--- src/rtl/demux2e_stream_pkg.sv ---
// Shared route-select encodings and default sizing for the demux2e_stream slice.
package demux2e_stream_pkg;

   localparam logic [1:0] SEL_DROP = 2'b00;
   localparam logic [1:0] SEL_OUT0 = 2'b01;
   localparam logic [1:0] SEL_OUT1 = 2'b10;
   localparam logic [1:0] SEL_ERR  = 2'b11;

   localparam int CNT_W = 8;

endpackage

--- src/rtl/demux2e_stream_skid2.sv ---
// Two-entry FIFO that buffers one output port of the stream demux.
// The full flag is registered so the upstream ready never sees this port's rdy.
module stream_skid2 #(
   parameter int upper = 31,
   parameter int lower = 0
) (
   input  logic               clk,
   input  logic               reset,
   input  logic               push,
   input  logic [upper:lower] data_in,
   output logic               full,
   output logic               vld,
   input  logic               rdy,
   output logic [upper:lower] data_out
);

   localparam int width = upper - lower + 1;

   logic [width-1:0] mem_r [2];
   logic             wr_ptr_r;
   logic             rd_ptr_r;
   logic [1:0]       count_r;
   logic             full_r;
   logic             vld_r;
   logic [1:0]       count_next_s;
   logic             push_s;
   logic             pop_s;

   // A push into a full FIFO is ignored even if a pop frees a slot this cycle.
   assign push_s = push & ~full_r;
   assign pop_s  = vld_r & rdy;

   // Occupancy update from the push/pop pair.
   always_comb begin
      count_next_s = count_r;
      case ({push_s, pop_s})
         2'b10:   count_next_s = count_r + 2'd1;
         2'b01:   count_next_s = count_r - 2'd1;
         default: count_next_s = count_r;
      endcase
   end

   // Storage, pointers and registered status flags.
   always_ff @(posedge clk) begin
      if (reset) begin
         mem_r[0] <= {width{1'b0}};
         mem_r[1] <= {width{1'b0}};
         wr_ptr_r <= 1'b0;
         rd_ptr_r <= 1'b0;
         count_r  <= 2'd0;
         full_r   <= 1'b0;
         vld_r    <= 1'b0;
      end else begin
         if (push_s) begin
            mem_r[wr_ptr_r] <= data_in;
         end
         wr_ptr_r <= wr_ptr_r ^ push_s;
         rd_ptr_r <= rd_ptr_r ^ pop_s;
         count_r  <= count_next_s;
         full_r   <= (count_next_s == 2'd2);
         vld_r    <= (count_next_s != 2'd0);
      end
   end

   assign full     = full_r;
   assign vld      = vld_r;
   assign data_out = mem_r[rd_ptr_r];

endmodule

--- src/rtl/demux2e_stream.sv ---
// 1-to-2 valid/ready stream demux with one-hot route select, per-port skid FIFOs,
// a saturating drop counter and a sticky multi-hot error flag.
module demux2e_stream
   import demux2e_stream_pkg::*;
#(
   parameter int upper = 31,
   parameter int lower = 0,
   parameter int cnt_w = CNT_W
) (
   input  logic               clk,
   input  logic               reset,
   input  logic               in_vld,
   output logic               in_rdy,
   input  logic [1:0]         in_sel,
   input  logic [upper:lower] in_data,
   output logic               out0_vld,
   input  logic               out0_rdy,
   output logic [upper:lower] out0_data,
   output logic               out1_vld,
   input  logic               out1_rdy,
   output logic [upper:lower] out1_data,
   output logic [cnt_w-1:0]   drop_cnt,
   output logic               err_multihot
);

   logic             full0_s;
   logic             full1_s;
   logic             in_rdy_s;
   logic             push0_s;
   logic             push1_s;
   logic             drop_s;
   logic             multi_s;
   logic [cnt_w-1:0] drop_cnt_r;
   logic             err_multihot_r;

   // Ready depends only on the select and registered full flags; an unknown
   // select on a valid beat propagates X so it stands out in simulation.
   always_comb begin
      in_rdy_s = 1'b1;
      case (in_sel)
         SEL_OUT0:          in_rdy_s = ~full0_s;
         SEL_OUT1:          in_rdy_s = ~full1_s;
         SEL_DROP, SEL_ERR: in_rdy_s = 1'b1;
         default:           in_rdy_s = in_vld ? 1'bx : 1'b1;
      endcase
   end

   assign in_rdy  = in_rdy_s;
   assign push0_s = in_vld & ~full0_s & (in_sel == SEL_OUT0);
   assign push1_s = in_vld & ~full1_s & (in_sel == SEL_OUT1);
   assign drop_s  = in_vld & ((in_sel == SEL_DROP) | (in_sel == SEL_ERR));
   assign multi_s = in_vld & (in_sel == SEL_ERR);

   // Drop counter saturates at all-ones; the error flag clears only on reset.
   always_ff @(posedge clk) begin
      if (reset) begin
         drop_cnt_r     <= {cnt_w{1'b0}};
         err_multihot_r <= 1'b0;
      end else begin
         if (drop_s && (drop_cnt_r != {cnt_w{1'b1}})) begin
            drop_cnt_r <= drop_cnt_r + {{(cnt_w-1){1'b0}}, 1'b1};
         end
         if (multi_s) begin
            err_multihot_r <= 1'b1;
         end
      end
   end

   assign drop_cnt     = drop_cnt_r;
   assign err_multihot = err_multihot_r;

   stream_skid2 #(.upper(upper), .lower(lower)) u_fifo0 (
      .clk      (clk),
      .reset    (reset),
      .push     (push0_s),
      .data_in  (in_data),
      .full     (full0_s),
      .vld      (out0_vld),
      .rdy      (out0_rdy),
      .data_out (out0_data)
   );

   stream_skid2 #(.upper(upper), .lower(lower)) u_fifo1 (
      .clk      (clk),
      .reset    (reset),
      .push     (push1_s),
      .data_in  (in_data),
      .full     (full1_s),
      .vld      (out1_vld),
      .rdy      (out1_rdy),
      .data_out (out1_data)
   );

endmodule

--- config.mk ---
export PLATFORM = sky130hd
export DESIGN_NAME = demux2e_stream
export DESIGN_NICKNAME = d
export VERILOG_FILES = /design/src/rtl/demux2e_stream_pkg.sv /design/src/rtl/demux2e_stream_skid2.sv /design/src/rtl/demux2e_stream.sv
export SDC_FILE = /design/constraint.sdc
export NUM_CORES = 1
export LEC_CHECK = 0
export ABC_AREA = 1
export BUFFER_PORTS_ARGS = -buffer_cell sky130_fd_sc_hd__buf_2
export CAP_MARGIN = 30
export CELL_PAD_IN_SITES_DETAIL_PLACEMENT = 0
export CELL_PAD_IN_SITES_GLOBAL_PLACEMENT = 1
export CORE_ASPECT_RATIO = 1.75
export CORE_MARGIN = 1
export CORE_UTILIZATION = 25
export CTS_BUF_LIST = sky130_fd_sc_hd__clkbuf_16
export CTS_CLUSTER_DIAMETER = 150
export CTS_CLUSTER_SIZE = 25
export DETAILED_ROUTE_END_ITERATION = 12
export GPL_TIMING_DRIVEN = 1
export MAX_ROUTING_LAYER = met4
export PLACE_DENSITY_LB_ADDON = 0.1
export SKIP_LAST_GASP = 1
export SYNTH_ARGS = -nofsm -noshare
export SYNTH_HDL_FRONTEND = slang
export SYNTH_SLANG_ARGS = --single-unit
--- constraint.sdc ---
create_clock -name clk -period 5.9 [get_ports clk]
set_clock_uncertainty 0.2 [all_clocks]
set_input_delay 1.77 -clock clk [delete_from_list [all_inputs] [get_ports clk]]
set_output_delay 1.77 -clock clk [all_outputs]
set_load 0.03 [all_outputs]
Word level (Yosys, flattened, before mapping)
Memory sizes are Yosys's and may differ from the RTL's. A register that Yosys moved wholly into a read port is not among the register bits.
Cells that the tools add are included.
Widths: inputs -> output; s select.
{ "totals": {"output_inout_bits": 76, "word_cells": 72, "mem_count": 2, "ff_bits": 21, "input_bits": 39, "ramBits": 128} }
{ "op_classes": {"mux": 19, "n_reduce_logical": 7, "n_eq_ne": 10, "n_addsub": 5, "bitwise_logic": 17} }
{ "memory_table": {"columns": ["name", "depth", "width", "rd", "rd_clocked_by_memory_dff", "write_ports", "line", "text"], "rows": [
  ["u_fifo0.mem_r", 2, 32, 1, 1, 2, "demux2e_stream_skid2.sv:19", "logic [width-1:0] mem_r [2];"],
  ["u_fifo1.mem_r", 2, 32, 1, 1, 2, "demux2e_stream_skid2.sv:19", null]
]} }
{ "op_table": {"columns": ["op", "n"], "rows": [
  ["$mux 32", 2],
  ["$reduce_or 32->1", 2],
  ["$mux 1", 14],
  ["$eq 2x2->1 const B", 6],
  ["$and 1x1->1", 10],
  ["$add 8x1->8 const B", 1],
  ["$ne 8x8->1 const B", 1],
  ["$pmux 2 s2", 2],
  ["$eq 2x1->1 const B", 3],
  ["$add 2x1->2 const B", 2],
  ["$reduce_bool 2->1", 2],
  ["$sub 2x1->2 const B", 2],
  ["$xor 1x1->1", 4],
  ["$pmux 1 s3", 1],
  ["$logic_not 2->1", 1],
  ["$not 1->1", 2],
  ["$reduce_or 2->1", 1],
  ["$logic_and 1x1->1", 1],
  ["$or 1x1->1", 1]
]} }

Longest topological paths before layout
{ "depth": {"depth_word": 9, "mapped_depth": 10, "depth_no_buf": 10} }

By module
From an unflattened synthesis, not the netlist that was laid out.
{ "unflattened": {"hier_cells": 698, "hier_area_um2": 6671.4} }
{ "modules_own_cells": {"columns": ["mod", "instances", "cells_each", "area_per_inst_um2", "seq_area_each_um2"], "rows": [
  ["stream_skid2", 2, 307, 3052.9, 2042.0],
  ["demux2e_stream", 1, 84, 565.5, 180.2]
]} }

Least setup slack after synthesis
OpenSTA, ideal clock, no wires.
{ "synth_path": {"kind": "input -> output", "startpoint": "in in_sel[0]", "endpoint": "out in_rdy", "path_buffers": 0, "t_arrival_ns": 2.626, "path_slack_ns": 1.304, "path_stages": 4, "cell_sequence": "inv_1 ha_1 nor2_1 a22oi_1"} }
{ "synth_via": {"elab_chain_len": 3} }
{ "synth_lines": {"columns": ["item", "line", "text"], "rows": [
  ["start: declaration", "demux2e_stream.sv:14", "input logic [1:0] in_sel,"],
  ["$eq 2x2->1 / $logic_not 2->1 (equally long branches)", "demux2e_stream.sv:40", "case (in_sel)"],
  ["$reduce_or 2->1", "demux2e_stream.sv:40", null],
  ["$pmux 1 s3 *", "demux2e_stream.sv:40", null],
  ["end: declaration", "demux2e_stream.sv:13", "output logic in_rdy,"]
]} }
Every way passes the cells marked *; elsewhere a longest branch is shown, timed or not.

==> impl_summary.md <==
Route
The count of antenna-violating nets left after detailed routing is 0. In the routed design, unresolved DRC markers number 0. The final wirelength is 17000 um. The total vias in the final route is 4655. In the final routed layout, each cell accounts on average for 15.3 um. The initial detailed-routing violation count is 196. The number of vias per cell after detailed routing is 4.18. The first detailed-routing pass took 4 iterations.

Pwr
The switching power total is 0.763 mW. VDD sags by at most 0.000128 V. Of the total power, the share spent switching nets is 0.290. The share of total power dissipated in combinational logic is 0.161.

The internal power of the cells totals 1.87 mW. Power spread over the standard cell area amounts to 335 nW/um^2. The cell leakage power is 3.72 nW. The clock network power share is 0.366. The fraction of power consumed by sequential logic is 0.474.

Critical path
In this run the register-to-register setup slack is 3.45 ns. The data required time at the worst endpoint is 3.93 ns. The signal on the critical path passes through clkinv_1 -> buf_16 -> nand2_1 -> nand2_1 -> buf_2.

The buffer and inverter count on the worst path is 3. The largest delay contributor family on the critical path is buffers and inverters. The slowest cell on the critical path is sky130_fd_sc_hd__dfxtp_2.

Along the worst path, the maximum fanout reaches 33. The worst setup path is launched from a flip-flop. The worst stage delay on the critical path is 0.81 ns. Counting stages on the worst path, the most repeated cell is sky130_fd_sc_hd__nand2_1.

Data on the critical path arrives at its endpoint at 2.78 ns. The critical path is of the reg -> out type. STA classifies the critical path endpoint as a primary output.

Floorplan
In this run the count of I/O pins placed on the die edge is 115. The area of the die is 26400 um^2. After floorplanning, the core was sized to cover 25200 um^2. The height of the die is 214 um.

The die is 123 um wide. The initial standard-cell utilization of the core is 0.255. The number of placement rows is 77.

GRT
Entering global routing, the biggest net connects 35 pins. The global router's overall resource usage is 0.144. After global routing the overflow that remains totals 0. The number of antenna violations at the first check in global routing was 1. The first global-routing pass estimated 26600 um of wire. The via count of the first global-routing pass is 4786.

Synthesis
The compound-gate portion of the synthesized area is 0.0109. Of the total synthesized cell area, the portion taken by AND, OR, NAND and NOR gates is 0.249. The synthesized netlist contains 23 unique library cells.

The mux contribution to synthesized area is 0. The xor and xnor fraction of the mapped netlist area is 0.00272. The register bit total from synthesis is 149. The adder-cell share of the synthesized area is 0.0136. During synthesis, Yosys emitted a total of 0 warnings. The share of the yosys chip area belonging to registers is 0.663. Summing every instance area after synthesis gives 6440 um^2.

The count of mapped cells out of synthesis is 672. The main combinational cell family by area after synthesis is simple AND/OR/NAND/NOR gates. The average cell area after synthesis is 9.58 um^2. The total nets after synthesis is 718.

Cells and area
The fraction of final layout cells with drive strength greater than 1 is 0.196. The number of nets in the finished design is 830. In the layout the commonest cells are sky130_fd_sc_hd__nand2_1 (230), sky130_fd_sc_hd__nor2_1 (152), sky130_fd_sc_hd__edfxtp_1 (128). The core occupancy in the finished layout is 0.311.

Once layout is done, the placed cells without fillers occupy 7850 um^2. Leaving out fill and tap cells, the most frequent cell in the layout is sky130_fd_sc_hd__nand2_1. From synthesis to final layout, the design area changed by 21.9%.

Placement
Prior to clock tree synthesis, the placed netlist has a worst setup slack of 1.28 ns. Routability-driven placement finished with a final weighted congestion of 0.774. The area after detailed placement is 7320 um^2. During placement, the flow inserted port buffers numbering 114. The total half-perimeter wirelength after legalization and detailed placement is 10800 um.

Run status
The run finished with clean final reports.

Timing
The worst path in the final design needs a cycle of 4.75 ns, including I/O delays and setup. In the post-route analysis, the smallest setup slack over all paths is 1.15 ns. Setup repair after global routing left no endpoint under its margin. The transition time at the pin with the least slew margin is 0.998 ns. Setup violations remaining at the end of the flow were counted as 0. Of the available clock period, the critical path in the final layout requires 0.806. The number of failing hold endpoints at the final stage is 0. In the final timing run, aggregate negative setup slack is 0 ns.

Based on the critical path, the design can be clocked at up to 210 MHz. The worst slew margin relative to its limit is 0.332. The number of pins with negative max-slew slack in the final report is 0.

Worst hold path
The tightest min-delay check is of the reg -> reg type.

Clocking
CTS placed an instance of sky130_fd_sc_hd__clkbuf_16 at the clock tree root. The maximum count of clock buffers along a single path is 2. TritonCTS built the clock tree. The post-cts resize count is 0. The CTS buffer count is 17. The number of clock sinks is 149.

The quantity of hold-fixing buffers added after cts is 0. The clock reaches the later pin of the worst-skew pair after 0.43 ns. The clock-pin slew reported for the worst setup and hold paths after clock tree synthesis is 0.06 ns. The deepest level of the CTS H-tree is 4. Post-CTS timing repair inserted 0 buffers for setup.

Job
The max capacitance violation total is 0.
[worst paths after layout]
path	from	cells after the start	end
max	u_fifo0.rd_ptr_r	5	out0_data[27]
min	err_multihot	2	err_multihot
max reg2reg	u_fifo1.full	6	u_fifo1.mem_r[1][11]
min reg2reg	err_multihot	2	err_multihot
[flip-flops by register name (all words and copies together), names as in the netlist]
register,cells
u_fifo0.rd_ptr_r,1
u_fifo1.full,1
u_fifo0.count_r,2
drop_cnt,8
u_fifo1.mem_r,64
u_fifo0.vld,1
u_fifo0.full,1
u_fifo0.mem_r,64
u_fifo1.vld,1
err_multihot,1
u_fifo1.wr_ptr_r,1
u_fifo1.count_r,2
u_fifo1.rd_ptr_r,1
u_fifo0.wr_ptr_r,1
[metrics by stage]
step                instances  hold WS (ns)  total power [mW]
global placement         1079         0.259              1.69
CTS                      1111         0.280              2.68
detailed placement       1080         0.264              1.70
global route             1113         0.344              2.76
floorplan                 672         0.264              1.54
finish                   1113         0.275              2.63
[metal layers]
layer  track usage  share of wire
met1         0.146           0.38
met2         0.256           0.55
met3        0.0359          0.050
met4        0.0614          0.019
met5             -              0
[cell usage after synthesis (all sizes together)]
library cell | number | area share
o21ai | 4 | 0.0031
a21oi | 7 | 0.0054
buf | 16 | 0.019
inv | 59 | 0.034
o21bai | 1 | 0.0012
dfxtp | 21 | 0.065
ha | 7 | 0.014
nor2 | 157 | 0.094
nand3 | 14 | 0.011
nand4 | 3 | 0.0029
edfxtp | 128 | 0.60
nand3b | 1 | 0.0012
xor2 | 2 | 0.0027
clkbuf | 12 | 0.0070
nand2 | 237 | 0.14
clkinv | 2 | 0.0012
a22oi | 1 | 0.0012
[logic make-up (layout without fill, tap and decap cells)]
logic type | Yosys count | in the layout
xor+xnor | 2 | 2
fa+ha+maj | 7 | 7
simple gates | 412 | 412
buf+inv | 89 | 213
other cells | 0 | 1
flops | 149 | 149
compound gates | 13 | 13
[power by group through the flow]
stage	logic [mW]	registers (mW)	clock network, mW
final	0.423	1.25	0.962
after detailed placement	0.433	1.27	0
after CTS	0.434	1.25	0.994
after global routing	0.467	1.26	1.04
after floorplan	0.288	1.25	0
after global placement	0.423	1.27	0
[worst register-to-register path, stage by stage, from the launching register on]
cell,delay (ns)
sky130_fd_sc_hd__dfxtp_1,0.31
sky130_fd_sc_hd__inv_1,0.04
sky130_fd_sc_hd__nand3_1,0.14
sky130_fd_sc_hd__nor2_1,0.07
sky130_fd_sc_hd__nand2_2,0.05
sky130_fd_sc_hd__buf_4,0.42
sky130_fd_sc_hd__nand2_2,0.71
[layout make-up]
cell class	instances	area, um^2
fillers	2692	17400
flip-flops and latches	149	4270
multi-input cells	434	1790
repair buffers	121	656
clock buffers	17	425
well taps	316	395
inverters	61	229
clock inverters	14	82.6
diodes	1	2.50
Power figures use the tool's default switching activity.
